**src/rtl/parking_gate_arbiter.sv**
```systemverilog
// rtl/parking_gate_arbiter.sv - shared lane barrier sequencing and slot allocation
// Grants entry/exit one at a time, allocates the lowest free slot and times out open gates.
module parking_gate_arbiter #(
  parameter int NUM_SLOTS = 15,
  parameter int TIMEOUT   = 1000,
  parameter int TMR_W     = 10
) (
  input  logic        clk,
  input  logic        rst_n,
  input  logic        entry_req,
  input  logic        entry_pass,
  input  logic        exit_req,
  input  logic [3:0]  exit_slot,
  input  logic        exit_pass,
  output logic        entry_ack,
  output logic [3:0]  entry_slot,
  output logic        entry_gate_open,
  output logic        exit_ack,
  output logic        exit_gate_open,
  output logic        exit_err,
  output logic        full,
  output logic [14:0] occupancy,
  output logic [3:0]  free_count
);

  typedef enum logic [1:0] {
    IDLE       = 2'd0,
    ENTRY_OPEN = 2'd1,
    EXIT_OPEN  = 2'd2
  } state_t;

  localparam logic [14:0]      SLOT_MASK  = 15'((32'd1 << NUM_SLOTS) - 32'd1);
  localparam logic [3:0]       SLOT_LIMIT = 4'(NUM_SLOTS);
  localparam logic [TMR_W-1:0] TMR_LAST   = TMR_W'(TIMEOUT - 1);

  state_t           state, state_nxt;
  logic [TMR_W-1:0] timer, timer_nxt;
  logic             last_exit, last_exit_nxt;
  logic [3:0]       held_slot, held_slot_nxt;
  logic             entry_pass_q, exit_pass_q;

  logic [14:0] occ_nxt;
  logic [3:0]  entry_slot_nxt;
  logic        entry_ack_nxt, exit_ack_nxt, exit_err_nxt;
  logic        entry_gate_nxt, exit_gate_nxt;

  logic [3:0]  free_slot;
  logic [3:0]  used_cnt;
  logic [15:0] occ_ext;
  logic        exit_valid, entry_elig, pick_entry, pick_exit, timed_out;

  // Lowest-index free slot; scanning downward lets the last write win.
  always_comb begin
    free_slot = '0;
    for (int i = NUM_SLOTS - 1; i >= 0; i--) begin
      if (!occupancy[i]) free_slot = 4'(i);
    end
  end

  always_comb begin
    used_cnt = '0;
    for (int i = 0; i < 15; i++) begin
      used_cnt = used_cnt + 4'(occupancy[i]);
    end
  end

  // Extra zero bit keeps slot id 15 a legal index.
  assign occ_ext    = {1'b0, occupancy};
  assign exit_valid = (exit_slot < SLOT_LIMIT) && occ_ext[exit_slot];
  assign entry_elig = entry_req & ~full;
  assign pick_entry = entry_elig & (~exit_req | last_exit);
  assign pick_exit  = exit_req & ~pick_entry;
  assign timed_out  = (timer == TMR_LAST);

  always_comb begin
    state_nxt      = state;
    timer_nxt      = timer;
    last_exit_nxt  = last_exit;
    held_slot_nxt  = held_slot;
    occ_nxt        = occupancy;
    entry_slot_nxt = entry_slot;
    entry_ack_nxt  = 1'b0;
    exit_ack_nxt   = 1'b0;
    exit_err_nxt   = 1'b0;
    entry_gate_nxt = entry_gate_open;
    exit_gate_nxt  = exit_gate_open;

    case (state)
      IDLE: begin
        if (pick_entry) begin
          state_nxt      = ENTRY_OPEN;
          entry_ack_nxt  = 1'b1;
          entry_gate_nxt = 1'b1;
          entry_slot_nxt = free_slot;
          occ_nxt        = occupancy | (15'd1 << free_slot);
          timer_nxt      = '0;
          last_exit_nxt  = 1'b0;
        end else if (pick_exit) begin
          last_exit_nxt = 1'b1;
          if (exit_valid) begin
            state_nxt     = EXIT_OPEN;
            exit_ack_nxt  = 1'b1;
            exit_gate_nxt = 1'b1;
            held_slot_nxt = exit_slot;
            timer_nxt     = '0;
          end else begin
            exit_err_nxt = 1'b1;
          end
        end
      end

      ENTRY_OPEN: begin
        timer_nxt = timer + 1'b1;
        if (entry_pass_q) begin
          entry_gate_nxt = 1'b0;
          state_nxt      = IDLE;
        end else if (timed_out) begin
          // Car never came through: give the reserved slot back.
          entry_gate_nxt = 1'b0;
          occ_nxt        = occupancy & ~(15'd1 << entry_slot);
          state_nxt      = IDLE;
        end
      end

      EXIT_OPEN: begin
        timer_nxt = timer + 1'b1;
        if (exit_pass_q) begin
          exit_gate_nxt = 1'b0;
          occ_nxt       = occupancy & ~(15'd1 << held_slot);
          state_nxt     = IDLE;
        end else if (timed_out) begin
          exit_gate_nxt = 1'b0;
          state_nxt     = IDLE;
        end
      end

      default: begin
        state_nxt      = IDLE;
        entry_gate_nxt = 1'b0;
        exit_gate_nxt  = 1'b0;
      end
    endcase
  end

  always_ff @(posedge clk or negedge rst_n) begin
    if (!rst_n) begin
      state           <= IDLE;
      timer           <= '0;
      last_exit       <= 1'b1;
      held_slot       <= '0;
      entry_pass_q    <= 1'b0;
      exit_pass_q     <= 1'b0;
      occupancy       <= '0;
      entry_slot      <= '0;
      entry_ack       <= 1'b0;
      exit_ack        <= 1'b0;
      exit_err        <= 1'b0;
      entry_gate_open <= 1'b0;
      exit_gate_open  <= 1'b0;
      full            <= 1'b0;
      free_count      <= SLOT_LIMIT;
    end else begin
      state           <= state_nxt;
      timer           <= timer_nxt;
      last_exit       <= last_exit_nxt;
      held_slot       <= held_slot_nxt;
      // Pass sensors only count while their own gate is open.
      entry_pass_q    <= entry_pass & (state == ENTRY_OPEN);
      exit_pass_q     <= exit_pass & (state == EXIT_OPEN);
      occupancy       <= occ_nxt & SLOT_MASK;
      entry_slot      <= entry_slot_nxt;
      entry_ack       <= entry_ack_nxt;
      exit_ack        <= exit_ack_nxt;
      exit_err        <= exit_err_nxt;
      entry_gate_open <= entry_gate_nxt;
      exit_gate_open  <= exit_gate_nxt;
      full            <= ((occupancy & SLOT_MASK) == SLOT_MASK);
      free_count      <= SLOT_LIMIT - used_cnt;
    end
  end

endmodule

```
**config.mk**
```make
export PLATFORM = sky130hd
export DESIGN_NAME = parking_gate_arbiter
export DESIGN_NICKNAME = d
export VERILOG_FILES = /design/src/rtl/parking_gate_arbiter.sv
export SDC_FILE = /design/constraint.sdc
export NUM_CORES = 1
export LEC_CHECK = 0
export ABC_CLOCK_PERIOD_IN_PS = 6090
export CORE_MARGIN = 2
export CORE_UTILIZATION = 50
export DETAILED_ROUTE_END_ITERATION = 8
export GPL_TIMING_DRIVEN = 0
export HOLD_SLACK_MARGIN = 0.03
export PLACE_DENSITY = 0.82
export SETUP_SLACK_MARGIN = 0.3
export SKIP_LAST_GASP = 1
export SLEW_MARGIN = 20
export SYNTH_ARGS = -nofsm -noshare
export SYNTH_HDL_FRONTEND = slang
export SYNTH_SLANG_ARGS = --single-unit
```
**constraint.sdc**
```tcl
create_clock -name clk -period 6.09 [get_ports clk]
set_input_delay 0.609 -clock clk [delete_from_list [all_inputs] [get_ports clk]]
set_output_delay 0.609 -clock clk [all_outputs]
set_load 0.03 [all_outputs]
```
* Yosys cells after proc, flatten, opt, wreduce, memory -nomap -nowiden
Cells that the tools add are included.
W data, S select, Z words.
** Word-level totals
- Register bits after elaboration :: 48
- Logic and storage cells :: 135
** Operators by class
- $add $sub $neg :: 16
- $lt $le $gt $ge :: 2
- Eq/ne operators :: 15
- Shift-type cells :: 3
- Mux-type cells :: 54
- Bitwise logic cells :: 16
- Reduce and logical (&&, ||, !) cells :: 14
** Operators by type and width (number)
- $mux W15 :: 4
- $mux W4 :: 15
- $pmux W15 S3 :: 1
- $shl A1 B4 Y15 const A :: 3
- $add A4 B1 Y4 :: 11
- $and A15 B15 Y15 :: 2
- $mux W10 :: 3
- $not A15 Y15 :: 2
- $mux W1 :: 20
- $pmux W10 S2 :: 1
- $eq A15 B15 Y1 const B :: 1
- $or A15 B15 Y15 :: 1
- $ne A2 B2 Y1 const B :: 7
- $mux W2 :: 6
- $ne A3 B3 Y1 const B :: 4
- $add A10 B1 Y10 const B :: 1
- $eq A10 B10 Y1 const B :: 1
- $reduce_and A5 Y1 :: 2
- $pmux W1 S3 :: 2
- $pmux W2 S3 :: 1
- $reduce_and A2 Y1 :: 3
- $reduce_and A3 Y1 :: 2
- $and A1 B1 Y1 :: 5
- $lt A4 B5 Y1 const B :: 1
- other kinds (16) :: 21

* Logic depth before layout (Yosys ltp)
- Depth after elaboration :: 19
- Depth in mapped cells :: 14

* Least setup slack after synthesis
No wires, ideal clock.
- Kind :: register to register
- Start point :: register occupancy[3]
- End point :: register free_count[3]
- Library setup time :: 75 ps
- Data arrival time :: 3790 ps
- Data required time :: 6015 ps
- Path slack :: 2225 ps
- Stages on the path, launching flop included :: 15
- Path through :: dfrtp_1 > clkbuf_1 > inv_1 > fa_1 > inv_1 > ha_1 > fa_1 > inv_1 > fa_1 > inv_1 > fa_1 > ha_1 > ha_1 > xnor2_1 > xnor2_1
** Between the ends
- Word-level cells in the longest chain between the ends :: 13
** Ends and longest elaborated chain
- start: declaration :: RTL line 22 : output logic [14:0] occupancy,
- start signal: assignment :: RTL line 170 : occupancy <= occ_nxt & SLOT_MASK;
- $add A3 B1 Y4 :: RTL line 63 : used_cnt = used_cnt + 4'(occupancy[i]);
- $add A4 B1 Y4 (11 in series) :: RTL line 63
- $sub A4 B4 Y4 :: RTL line 178 : free_count <= SLOT_LIMIT - used_cnt;
- end signal: assignment :: RTL line 178
- end: declaration :: RTL line 23 : output logic [3:0] free_count
No other way between the ends.
A chain may end at the register's enable or synchronous reset.

* Worst setup path in the final report
Same ends and word-level chain as after synthesis.

==> reports/results.ini <==
[timing]
finalHoldViolCount = 0
skew_ps = 10.80
drv_slew = 0
fin_crit_sh_pct = 64.22
final.setup.tns_ps = 0
final.min_clock_period_ps = 3911
max_slew_margin_pct = 57.30
max_freq_ghz = 0.2557
tightest_slew_ps = 636.3
holdWs_ps = 256.5
setup_violations = 0
grt_setup_unrepaired = no

[final_layout]
drive_above_1_share_pct = 6.633
num-nets-final = 429
mostFrequentLayoutCell = dfrtp_1
layout_common_cells = dfrtp_1, inv_1, clkdlybuf4s50_1
layout.cells.non_filler = 469
layout-area-overhead-vs-synth_pct = 19.35
n_antenna_cell = 0

[synth]
async_flop_share_pct = 100.0
synth_top_area_share_pct = 33.90
synth.largest_area_cell = dfrtp_1
ys_ff_latch = 48
synth_cell_type_count = 54
synth_edf_count = 0
ys_seq_area_share_pct = 38.04
ys.flop_type = dfrtp_1
yosysWarnings = 0
netlist_instances = 346
syn-cell-area_um2 = 3174
synthTopCellsByArea = dfrtp_1, ha_1, fa_1
syn_area_per_cell_um2 = 9.174
syn_nets = 384

[critical_path]
cp_data_arrival_time_ps = 4130
worstRegToRegCells = 14
worstPathRequired_ps = 6310
critPathMaxStageDelay_ps = 510
cp-end-kind = flip-flop
cp_cell_sequence = clkbuf_1 > inv_1 > fa_1 > inv_1 > ha_1 > fa_1 > inv_1 > fa_1 > inv_1 > fa_1 > ha_1 > ha_1 > xnor2_1 > xnor2_1
crit_family = adder cells
slowest_stage = fa_1
crit_type = reg -> reg
cp_num_buf_inv = 5
crit_fanout = 8
crit_cells = 14
startpoint_type = flip-flop

[hold_path]
hp-class = in -> async

[power_and_ir_drop]
switching_share_pct = 46.92
power.leakage_nw = 1.664
p_clk_share_pct = 12.5
p_comb_share_pct = 61.3
powerDensity_nw_per_um2 = 568.0
intPower_mw = 1.142
p_switching_mw = 1.010
pwr-share-seq_pct = 26.2
vdd_drop_max_uv = 617.9

[clock_tree]
worstSkewPairLatency_ps = 300
clock_tree.buffer_depth = 2
ctsResizeCount = 0
ctsHoldBuffers = 0
clockRootBuffer = clkbuf_8
cts_sinks = 48
tritoncts = yes
post_cts_buffers = 0
clk_pin_slew_ps = 90
numCtsBuffers = 5
htreeDepth = 2

[job]
cap_viol_max_count = 0

[route]
via_count = 2870
drc = 0
dr.pass1.iters = 4
drt_iter0_drc = 267
viasPerCell = 6.119
finalWirelength_um = 7746
final_antenna_net_count = 0
wl_per_cell_um = 16.52

[global_routing]
grt_overflow = 0
antenna_found_initial = 0
grt_pass1_vias = 2694
grt_max_degree = 30
grt_usage_pct = 22.30
grt_pass1_wl_um = 12810

[floorplan]
core_area_um2 = 6241
die_x_um = 83.68
dieArea_um2 = 7002
ioPinCount = 39
fp-row-count = 29
fp.dieH_um = 83.68
start_util_pct = 50.86

[place]
port_buffers = 37
gp_congestion = 0.9645
detailed_place_hpwl_um = 5793
place_inst = 461

[run_status]
status = completed

## power by group through the flow
stage          registers, mW  clock network (mW)  logic, mW
6_report               0.565               0.269       1.32
5_1_grt                0.580               0.288       1.51
4_1_cts                0.561               0.275       1.34
3_5_place_dp           0.567                   0       1.33
3_3_place_gp           0.562                   0       1.29
2_1_floorplan          0.649                   0      0.871
## metal layers
layer  track usage [%]  share of wire, %
met1             31.25                45
met2             35.20                48
met5                 0                 0
met4             8.651               2.4
met3             3.165               5.2
## cell type report
type | instances | area, µm²
Tap cell | 77 | 96.34
Clock buffer | 6 | 72.57
Clock inverter | 2 | 60.06
Multi-Input combinational cell | 247 | 1773
Fill cell | 531 | 2452
Timing Repair Buffer | 38 | 385.4
Buffer | 9 | 36.28
Sequential cell | 48 | 1207
Inverter | 42 | 157.7
## stage by stage
step                area (µm²)  setup WS [ps]  total power, mW  utilization [%]
finish                    3789           2179            2.152            60.71
global route              3789           1947            2.382            60.71
CTS                       3789           2168            2.177            60.71
detailed placement        3656           2195            1.902            58.58
global placement          3641           2263            1.849            58.34
floorplan                 3174           2225            1.520                -
## logic make-up (layout without fill, tap and decap cells)
family,Yosys count,after routing,share of synthesized area [%]
and+or+nand+nor,115,115,18.68
AOI/OAI and AO/OA,90,90,18.92
buffers and inverters,51,97,6.109
DFF,48,48,38.04
adders and majority gates,28,28,12.93
muxes,11,11,4.493
xor gates and xnor gates,3,3,0.8279
## sequential cells by signal (all words and copies together), names as in the netlist, 2 cells and up
| register | cells |
|---|---|
| occupancy | 15 |
| timer | 10 |
| entry_slot | 4 |
| free_count | 4 |
| held_slot | 4 |
| state | 2 |
## worst paths after layout
| path | from | end | slack, ps |
|---|---|---|---|
| max in group asynchronous | rst_n | last_exit | 5250 |
| min in group clk | exit_gate_open | exit_gate_open | 520 |
| worst max-delay path | occupancy[3] | free_count[3] | 2180 |
| worst min register to register | exit_gate_open | exit_gate_open | 520 |
| worst max register to register | occupancy[3] | free_count[3] | 2180 |
| worst min-delay path | rst_n | occupancy[4] | 260 |
## synth_stat cells, types with 8 or more instances
cell type  number
a21oi_1         9
a22oi_1         8
a31oi_1         8
dfrtp_1        43
fa_1            8
ha_1           20
inv_1          40
nand2_1        30
nand3_1        18
nand4_1         8
nor2_1         15
nor2b_1        10
o21ai_1        32
(Power assumes the default switching activity.)
